==> config.mk <==
export PLATFORM = sky130hd
export DESIGN_NAME = edge_slope_setup_flat
export DESIGN_NICKNAME = d
export VERILOG_FILES = /design/src/rtl/edge_slope_setup_if.sv /design/src/rtl/edge_slope_setup.sv /design/src/flat_wrapper.sv
export SDC_FILE = /design/constraint.sdc
export NUM_CORES = 1
export LEC_CHECK = 0
export BUFFER_PORTS_ARGS = -buffer_cell sky130_fd_sc_hd__buf_2
export CELL_PAD_IN_SITES_DETAIL_PLACEMENT = 0
export CELL_PAD_IN_SITES_GLOBAL_PLACEMENT = 1
export CORE_MARGIN = 5
export CORE_UTILIZATION = 36
export DETAILED_ROUTE_END_ITERATION = 8
export PLACE_DENSITY = 0.84
export SYNTH_ARGS = -nofsm -noshare
export SYNTH_HDL_FRONTEND = slang
export SYNTH_SLANG_ARGS = --single-unit
==> constraint.sdc <==
create_clock -name clk -period 4.6 [get_ports clk]
set_input_delay 0.23 -clock clk [delete_from_list [all_inputs] [get_ports clk]]
set_output_delay 0.23 -clock clk [all_outputs]
set_load 0.005 [all_outputs]
==> src/rtl/edge_slope_setup_if.sv <==
// Operand/result handshake between the edge slope setup stage and the shared signed divider.
interface edge_slope_setup_if;
    logic               div_open;
    logic signed [15:0] div_dividend;
    logic signed [15:0] div_divisor;
    logic               div_finish;
    logic signed [15:0] div_quotient;

    modport master (
        output div_open, div_dividend, div_divisor,
        input  div_finish, div_quotient
    );

    modport slave (
        input  div_open, div_dividend, div_divisor,
        output div_finish, div_quotient
    );
endinterface

==> src/rtl/edge_slope_setup.sv <==
// Per-triangle dx/dy slope setup for edges 0-1, 0-2, 1-2; one divide outstanding at a time.
// Done 1 cycle after the last slope write; stalls indefinitely in WAIT until the divider answers.
module edge_slope_setup #(
    parameter int FRAC_BITS = 4
) (
    input  logic               clk,
    input  logic               rst,
    input  logic               start,
    input  logic signed [15:0] x0,
    input  logic signed [15:0] y0,
    input  logic signed [15:0] x1,
    input  logic signed [15:0] y1,
    input  logic signed [15:0] x2,
    input  logic signed [15:0] y2,
    output logic               busy,
    output logic               done,
    output logic signed [15:0] slope01,
    output logic signed [15:0] slope02,
    output logic signed [15:0] slope12,
    edge_slope_setup_if.master div
);

    typedef enum logic [1:0] {IDLE, ISSUE, WAIT, DONE} state_t;

    state_t             state, state_nxt;
    logic [1:0]         idx;
    logic signed [15:0] vx0, vy0, vx1, vy1, vx2, vy2;

    logic               start_acc, advance, op_load;
    logic [1:0]         op_idx;
    logic signed [15:0] px0, py0, px1, py1, px2, py2;
    logic signed [15:0] ax, ay, bx, by;
    logic signed [16:0] dx, dy;
    logic signed [24:0] num_w, den_w;
    logic signed [15:0] num, den, wr_val;

    function automatic logic signed [15:0] sat16(input logic signed [24:0] v);
        if (v > 25'sd32767)
            return 16'sh7fff;
        else if (v < -25'sd32768)
            return 16'sh8000;
        else
            return v[15:0];
    endfunction

    always_comb begin
        state_nxt = state;
        start_acc = 1'b0;
        advance   = 1'b0;
        case (state)
            IDLE:  if (start) begin
                       start_acc = 1'b1;
                       state_nxt = ISSUE;
                   end
            ISSUE: if (div.div_divisor == 16'sd0) advance = 1'b1;
                   else                           state_nxt = WAIT;
            WAIT:  if (div.div_finish) advance = 1'b1;
            DONE:  state_nxt = IDLE;
            default: state_nxt = IDLE;
        endcase
        if (advance)
            state_nxt = (idx == 2'd2) ? DONE : ISSUE;
    end

    // Operands for the edge about to enter ISSUE are prepared one cycle early so the divider sees registers.
    always_comb begin
        op_load = start_acc || (advance && idx != 2'd2);
        op_idx  = start_acc ? 2'd0 : idx + 2'd1;
        px0 = start_acc ? x0 : vx0;
        py0 = start_acc ? y0 : vy0;
        px1 = start_acc ? x1 : vx1;
        py1 = start_acc ? y1 : vy1;
        px2 = start_acc ? x2 : vx2;
        py2 = start_acc ? y2 : vy2;
        case (op_idx)
            2'd0:    begin ax = px0; ay = py0; bx = px1; by = py1; end
            2'd1:    begin ax = px0; ay = py0; bx = px2; by = py2; end
            default: begin ax = px1; ay = py1; bx = px2; by = py2; end
        endcase
        dx    = {bx[15], bx} - {ax[15], ax};
        dy    = {by[15], by} - {ay[15], ay};
        num_w = {{8{dx[16]}}, dx} << FRAC_BITS;
        den_w = {{8{dy[16]}}, dy};
        num   = sat16(num_w);
        den   = sat16(den_w);
        wr_val = (state == WAIT) ? div.div_quotient : 16'sd0;
    end

    always_ff @(posedge clk) begin
        if (rst) begin
            state            <= IDLE;
            idx              <= 2'd0;
            vx0 <= '0; vy0 <= '0; vx1 <= '0; vy1 <= '0; vx2 <= '0; vy2 <= '0;
            slope01          <= '0;
            slope02          <= '0;
            slope12          <= '0;
            div.div_dividend <= '0;
            div.div_divisor  <= '0;
        end else begin
            state <= state_nxt;
            if (start_acc) begin
                vx0 <= x0; vy0 <= y0; vx1 <= x1; vy1 <= y1; vx2 <= x2; vy2 <= y2;
                idx <= 2'd0;
            end else if (advance && idx != 2'd2) begin
                idx <= idx + 2'd1;
            end
            if (op_load) begin
                div.div_dividend <= num;
                div.div_divisor  <= den;
            end
            if (advance) begin
                case (idx)
                    2'd0:    slope01 <= wr_val;
                    2'd1:    slope02 <= wr_val;
                    default: slope12 <= wr_val;
                endcase
            end
        end
    end

    assign busy         = (state != IDLE);
    assign done         = (state == DONE);
    assign div.div_open = (state == ISSUE) && (div.div_divisor != 16'sd0);

endmodule
==> src/flat_wrapper.sv <==
// flat-port wrapper written by rule: the top's interface ports become plain ports
module edge_slope_setup_flat 
#(
    parameter int FRAC_BITS = 4
)
  (clk, rst, start, x0, y0, x1, y1, x2, y2, busy, done, slope01, slope02, slope12, div_div_open, div_div_dividend, div_div_divisor, div_div_finish, div_div_quotient);
  edge_slope_setup_if div_i ();
  input  logic clk;
  input  logic rst;
  input  logic start;
  input  logic signed [15:0] x0;
  input  logic signed [15:0] y0;
  input  logic signed [15:0] x1;
  input  logic signed [15:0] y1;
  input  logic signed [15:0] x2;
  input  logic signed [15:0] y2;
  output logic busy;
  output logic done;
  output logic signed [15:0] slope01;
  output logic signed [15:0] slope02;
  output logic signed [15:0] slope12;
  output wire logic [$bits(div_i.div_open)-1:0] div_div_open;
  output wire logic [$bits(div_i.div_dividend)-1:0] div_div_dividend;
  output wire logic [$bits(div_i.div_divisor)-1:0] div_div_divisor;
  input wire logic [$bits(div_i.div_finish)-1:0] div_div_finish;
  input wire logic [$bits(div_i.div_quotient)-1:0] div_div_quotient;
  assign div_div_open = div_i.div_open;
  assign div_div_dividend = div_i.div_dividend;
  assign div_div_divisor = div_i.div_divisor;
  assign div_i.div_finish = div_div_finish;
  assign div_i.div_quotient = div_div_quotient;
  edge_slope_setup #(.FRAC_BITS(FRAC_BITS)) u_core (.clk(clk), .rst(rst), .start(start), .x0(x0), .y0(y0), .x1(x1), .y1(y1), .x2(x2), .y2(y2), .busy(busy), .done(done), .slope01(slope01), .slope02(slope02), .slope12(slope12), .div(div_i));
endmodule
==> results of run 1 <==
-- logic make-up (layout without fill, tap and decap cells) --
kind of cell	Yosys count	count (layout)
AO/OA/AOI/OAI	353	353
multiplexers	67	67
flip-flops	177	177
adder cells (fa/ha/maj)	41	41
buffers and inverters	105	267
XOR/XNOR	22	22
AND/OR/NAND/NOR	431	432
other	0	1
-- worst register-to-register path: stages, from the launching register on --
cell	delay, ns
dfxtp_1	0.34
inv_1	0.11
ha_1	0.36
and2_4	0.44
buf_4	0.33
nand2_1	0.12
o21a_1	0.13
ha_1	0.36
a21oi_1	0.15
o21ai_1	0.16
a211oi_1	0.44
mux2i_1	0.30
o22ai_1	0.16
o211ai_4	0.33
nand3_1	0.13
a211oi_1	0.27
-- sequential cells by signal, indices dropped and copies added, names as in the netlist, 16 cells and up --
name / flops
u_core.slope01: 16
u_core.vx2: 16
u_core.vy1: 16
u_core.slope12: 16
u_core.vx0: 16
u_core.slope02: 16
u_core.vx1: 16
u_core.vy0: 16
u_core.vy2: 16
u_core.div.div_divisor: 16
-- final timing paths --
check | start | depth (start not counted) | slack [ns] | endpoint
max | u_core.state[1] | 15 | 0.38 | u_core.div.div_dividend[11]
min | x2[12] | 3 | 0.02 | u_core.vx2[12]
max reg2reg | u_core.state[1] | 15 | 0.38 | u_core.div.div_dividend[11]
min reg2reg | u_core.vy0[15] | 2 | 0.45 | u_core.vy0[15]
-- final cells by class --
cell class,instances,area share [%]
sequential,177,31.5
clock inverter,15,1.70
antenna,1,0.0223
clock buffer,17,3.79
inverter,18,0.601
tap,335,3.73
multi-input combinational,915,48.3
timing repair buffer,217,10.3
-- power by group through the flow --
stage                     Combinational, W  Sequential [W]  Clock, W
final                              0.00324         0.00192   0.00150
after CTS                          0.00321         0.00192   0.00153
after global routing               0.00360         0.00195   0.00160
after floorplan                    0.00233         0.00192         0
after global placement             0.00316         0.00195         0
after detailed placement           0.00319         0.00196         0
-- per-stage QoR --
| step | hold slack (ns) | utilization (%) | instance area (sq um) |
|---|---|---|---|
| 6_report | 0.0204 | 43.5 | 11200 |
| 2_1_floorplan | 0.366 | - | 9350 |
| 5_1_grt | 0.0122 | 43.5 | 11200 |
| 3_3_place_gp | 0.440 | 41.0 | 10600 |
| 3_5_place_dp | 0.445 | 41.0 | 10600 |
| 4_1_cts | 0.00857 | 43.4 | 11200 |
-- layout by cell type (no fill, tap or decap), types with 5 or more instances in the layout --
master     netlist  layout
a211oi_1        26      26
a21o_1           6       6
a21oi_1        175     175
a31oi_1          5       5
buf_2            6     197
buf_4            3      18
clkbuf_16        0      17
dfxtp_1        177     177
ha_1            39      38
inv_1           17      17
mux2i_1         67      67
nand2_1        267     266
nand2b_1         5       5
nand3_1         59      59
nand3b_1         5       5
nand4_1          7       7
nor2_1          46      45
nor3_1          15      14
nor4_1           5       5
o211ai_1        16      16
o21a_1          40      40
o21ai_0         53      52
xnor2_1         15      15
xor2_1           7       7
-- metal layers --
layer / up-vias / GRT usage [%] / part of all wire (%)
li1: 4500 / - / -
met4: 0 / 4.68 / 1.5
met5: - / 0 / 0
met1: 4230 / 26.4 / 48
met2: 252 / 28.5 / 45
met3: 26 / 3.40 / 5.7
==> flow_summary.json, run 1 <==
{
  "status": "completed",
  "io_pins": 199,
  "dieArea_sq_um": 29300,
  "path_class": "flop to flop",
  "cts_resized": 0,
  "fin_setup_tns_ns": 0,
  "synth_fp_nets": 1353,
  "drtIter0Drc": 815,
  "ys.flop_type": "dfxtp_1",
  "avgSynthCellArea_sq_um": 7.81,
  "cts_tree": "built",
  "ys_warn_count": 0,
  "clk-insertion-delay-late_ns": 0.44,
  "dp_hpwl_mm": 20.3,
  "worstMarginPinSlew_ns": 1.06,
  "grt_pass1_vias": 8256,
  "max_cap_violations": 0,
  "drc": 0,
  "place_ws_ns": 0.379,
  "nets": 1503,
  "cts.clk_slew.worst_paths_ns": 0.08,
  "clockBufferDepth": 2,
  "fin_crit_ns": 4.22,
  "synthAdderAreaFrac_pct": 5.65,
  "fmax_mhz": 237,
  "synth.most_common_cell": "nand2_1",
  "place_congestion": 0.860,
  "vias": 9008,
  "switchingPower_w": 0.00287,
  "area_delta_synth_final_pct": 20.2,
  "synth_top_cell_by_area": "dfxtp_1",
  "ys_ff_latch": 177,
  "grt_antenna_before_repair": 1,
  "hold_path.class": "input pin to flop",
  "wl_per_cell_microns": 16.7,
  "synth_area_leaders": "dfxtp_1 (38%), nand2_1 (11%), a21oi_1 (9.4%)",
  "path_delay_family": "compound AO/OA/AOI/OAI gates",
  "p_leak_nw": 4.49,
  "synth_top_area_share_pct": 37.9,
  "setup_slack_ns": 0.375,
  "firstDrtPassIters": 7,
  "pwr-share-comb_pct": 48.6,
  "cpMaxStageDelayCell": "and2_4",
  "synth_compound_area_share_pct": 22.9,
  "fin_cells": 1695,
  "grt_max_degree": 98,
  "setup_viol": 0,
  "critPathRequiredTime_ns": 4.94,
  "synth_cell_types": 59,
  "die_w_microns": 171,
  "post_cts_buffers": 0,
  "clockPowerShare_pct": 22.5,
  "p_seq_share_pct": 28.8,
  "netlist_area_sq_um": 9350,
  "rsz0062_at_grt": "no",
  "ant_nets": 0,
  "layout-drive-gt1-share_pct": 19.7,
  "swShare_pct": 43.1,
  "cts_root_buf": "clkbuf_16",
  "p_total_w": 0.00667,
  "numCtsBuffers": 17,
  "yosys-top-cells-count": "nand2_1 (267), dfxtp_1 (177), a21oi_1 (175), mux2i_1 (67), clkbuf_1 (65)",
  "critPathCaptureType": "flop",
  "synth_seq_area_share_pct": 37.9,
  "slowest_delay_ns": 0.44,
  "finalHoldViolCount": 0,
  "p_per_area_nw_per_um2": 594,
  "finClkSkew_ns": 0.0164,
  "via_per_inst": 5.31,
  "hold_buffers": 0,
  "register_area_sq_um": 3540,
  "cts.sinks": 177,
  "synth_edf_count": 0,
  "io_buffer_count": 198,
  "initial_core_util_pct": 36.2,
  "grt_pass1_wl_mm": 43.5,
  "h-tree-depth": 4,
  "fill_cells": 2641,
  "die_h_microns": 171,
  "final_max_slew_viol_count": 0,
  "arrival_ns": 4.57,
  "synth_top_family_by_area": "compound AO/OA/AOI/OAI gates",
  "core_sq_um": 25800,
  "synthCells": 1196,
  "rows": 59,
  "grt_overflow": 0,
  "dp_cells": 1661,
  "path_cells": "inv_1, ha_1, and2_4, buf_4, nand2_1, o21a_1, ha_1, a21oi_1, o21ai_1, a211oi_1, mux2i_1, o22ai_1, o211ai_4, nand3_1, a211oi_1",
  "cp-start-kind": "flop",
  "yosys.area_share.xor_xnor_pct": 2.06,
  "p_int_w": 0.00380,
  "cp_max_fo": 27,
  "synth.area.mux_share_pct": 7.18,
  "period_share_pct": 91.8,
  "slew_headroom_pct": 28.8,
  "multi_input_area_sq_um": 5420,
  "async_flop_share_pct": 0,
  "peakVddDrop_uv": 247,
  "track_usage_pct": 18.4,
  "synthSimpleGateAreaFrac_pct": 19.8,
  "wl_mm": 28.3,
  "crit_buf_inv": 2
}
Power figures use the tool's default switching activity.
==> run 2: changes to the inputs <==
Settings changed: CORE_UTILIZATION 36 to 37, CTS_BUF_LIST set to sky130_fd_sc_hd__clkbuf_8, PLACE_DENSITY 0.84 to 0.86.
Clock period 4.6 ns to 3.8 ns, I/O delays scaled along.
==> run 2 against run 1 <==
The flow now finishes with violations (setup timing). Register-to-register slack got worse by 0.38 ns. Routed wire length up 5.8%. Combinational power increased by 43%. Final cell count is 7.9% higher. Sequential cell count unchanged. Core utilization rose by 7.0 points. Clock skew increased by 0.0066 ns. Via count is 6.0% higher. Clock power fell by 9%. Largest power group unchanged. Highest routed layer unchanged. Worst setup slack got worse by 0.38 ns. Worst hold slack worse by 0.0079 ns. Non-clock buffer count rose by 139.
==> flow_summary.json, run 2 (synthesized netlist as in run 1, its figures left out) <==
{
  "status": "finished with violations",
  "violations": "setup timing",
  "drc": 0,
  "initial_core_util_pct": 37.3,
  "p_leak_nw": 5.06,
  "wl_mm": 29.9,
  "wl_per_cell_microns": 16.4,
  "area_delta_synth_final_pct": 35.2,
  "nets": 1643,
  "final_util_pct": 50.4,
  "register_area_sq_um": 3550,
  "core_sq_um": 25000,
  "stdcell_area_sq_um": 12600,
  "dp_hpwl_mm": 20.6,
  "track_usage_pct": 19.8,
  "grt_overflow": 0,
  "diodes": 0,
  "grt_max_degree": 98,
  "grt_pass1_wl_mm": 46.4,
  "post_dp_cell_area_sq_um": 10800,
  "cp-start-kind": "flop",
  "fin_crit_ns": 3.80,
  "multi_input_area_sq_um": 5630,
  "fmax_mhz": 263,
  "peakVddDrop_uv": 295,
  "cp_max_fo": 8,
  "place_ws_ns": -0.131,
  "via_per_inst": 5.22,
  "cts.clk_slew.worst_paths_ns": 0.10,
  "rsz0062_at_grt": "yes",
  "fill_cells": 2409,
  "finalHoldViolCount": 0,
  "p_per_area_nw_per_um2": 660,
  "die_w_microns": 169,
  "rows": 58,
  "max_cap_violations": 0,
  "grt_pass1_vias": 8931,
  "hold_path.class": "input pin to flop",
  "setup_slack_ns": -0.00274,
  "cts_tree": "built",
  "numCtsBuffers": 17,
  "arrival_ns": 4.13,
  "io_buffer_count": 198,
  "layout-drive-gt1-share_pct": 23.1,
  "worstMarginPinSlew_ns": 1.06,
  "critPathCaptureType": "flop",
  "io_pins": 199,
  "drtIter0Drc": 769,
  "ant_nets": 0,
  "place_congestion": 0.893,
  "fin_cells": 1829,
  "dieArea_sq_um": 28500,
  "dp_cells": 1677,
  "cts_root_buf": "clkbuf_8",
  "critPathRequiredTime_ns": 4.12,
  "path_class": "flop to flop",
  "slew_headroom_pct": 29.6,
  "setup_viol": 3,
  "whs_ns": 0.0125,
  "grt_antenna_before_repair": 0,
  "vias": 9545,
  "period_share_pct": 100,
  "firstDrtPassIters": 5,
  "final_max_slew_viol_count": 0,
  "die_h_microns": 169,
  "final_common_cell": "nand2_1",
  "layout_common_cells": "nand2_1 (264), buf_2 (197), dfxtp_1 (174)",
  "h-tree-depth": 4,
  "clk-insertion-delay-late_ns": 0.48,
  "clockBufferDepth": 2,
  "cts.sinks": 177,
  "finClkSkew_ns": 0.0230
}
[run 2: per-stage QoR]
stage | total power, W | TNS (ns)
6_report | 0.00833 | -0.00491
4_1_cts | 0.00790 | -0.0847
5_1_grt | 0.00892 | -1.69
3_3_place_gp | 0.00635 | -0.00487
2_1_floorplan | 0.00517 | 0
3_5_place_dp | 0.00640 | -0.881
[run 2: final timing paths]
| check | to | slack (ns) | start | cells after the start |
|---|---|---|---|---|
| worst max-delay path | u_core.div.div_dividend[10] | -0.003 | u_core.idx[1] | 16 |
| worst min-delay path | u_core.vy1[10] | 0.01 | y1[10] | 3 |
| worst max register to register | u_core.div.div_dividend[10] | -0.003 | u_core.idx[1] | 16 |
| worst min register to register | u_core.slope01[4] | 0.46 | u_core.slope01[4] | 2 |
[run 2: per-layer routing]
layer | wire (microns) | track usage, % | up-vias | share of wire (%)
li1 | - | - | 4781 | -
met2 | 13600 | 31.8 | 314 | 46
met1 | 13900 | 27.6 | 4408 | 46
met4 | 555 | 4.98 | 0 | 1.9
met5 | 0 | 0 | - | 0
met3 | 1870 | 3.88 | 42 | 6.2
[run 2: area by class of cell]
type | instances | share of cell area, %
inverters | 18 | 0.535
well taps | 330 | 3.27
repair buffers | 356 | 20.2
clock inverters | 15 | 1.48
flip-flops and latches | 177 | 28.1
clock buffers | 17 | 1.85
multi-input cells | 916 | 44.6
[run 2: critical path, cell delays in order, from the launching register on]
cell       delay [ns]
dfxtp_2          0.36
inv_2            0.06
ha_4             0.23
o21ai_4          0.24
buf_12           0.18
mux2i_1          0.20
o21a_1           0.23
inv_1            0.07
ha_1             0.29
nor2b_1          0.17
o2111ai_2        0.14
and3_1           0.23
a311o_1          0.40
nor4_2           0.23
nand2_2          0.20
a21oi_4          0.31
a211oi_2         0.10
[run 2: what timing repair did]
item | CTS | global route
endpoints found under the setup margin | 25 | 28
gates resized for setup | 3 | 56
pin swaps | 3 | 22
hold endpoints to repair | 132 | 0
gates cloned | 1 | 2
buffers inserted | 6 | 8
hold buffers | 103 | 0
[run 2: where the power goes]
group / internal [W] / total (W) / switching [W]
logic: 0.00197 / 0.00463 / 0.00266
registers: 0.00213 / 0.00233 / 0.000200
clock network: 0.000566 / 0.00137 / 0.000806
total: 0.00467 / 0.00833 / 0.00366
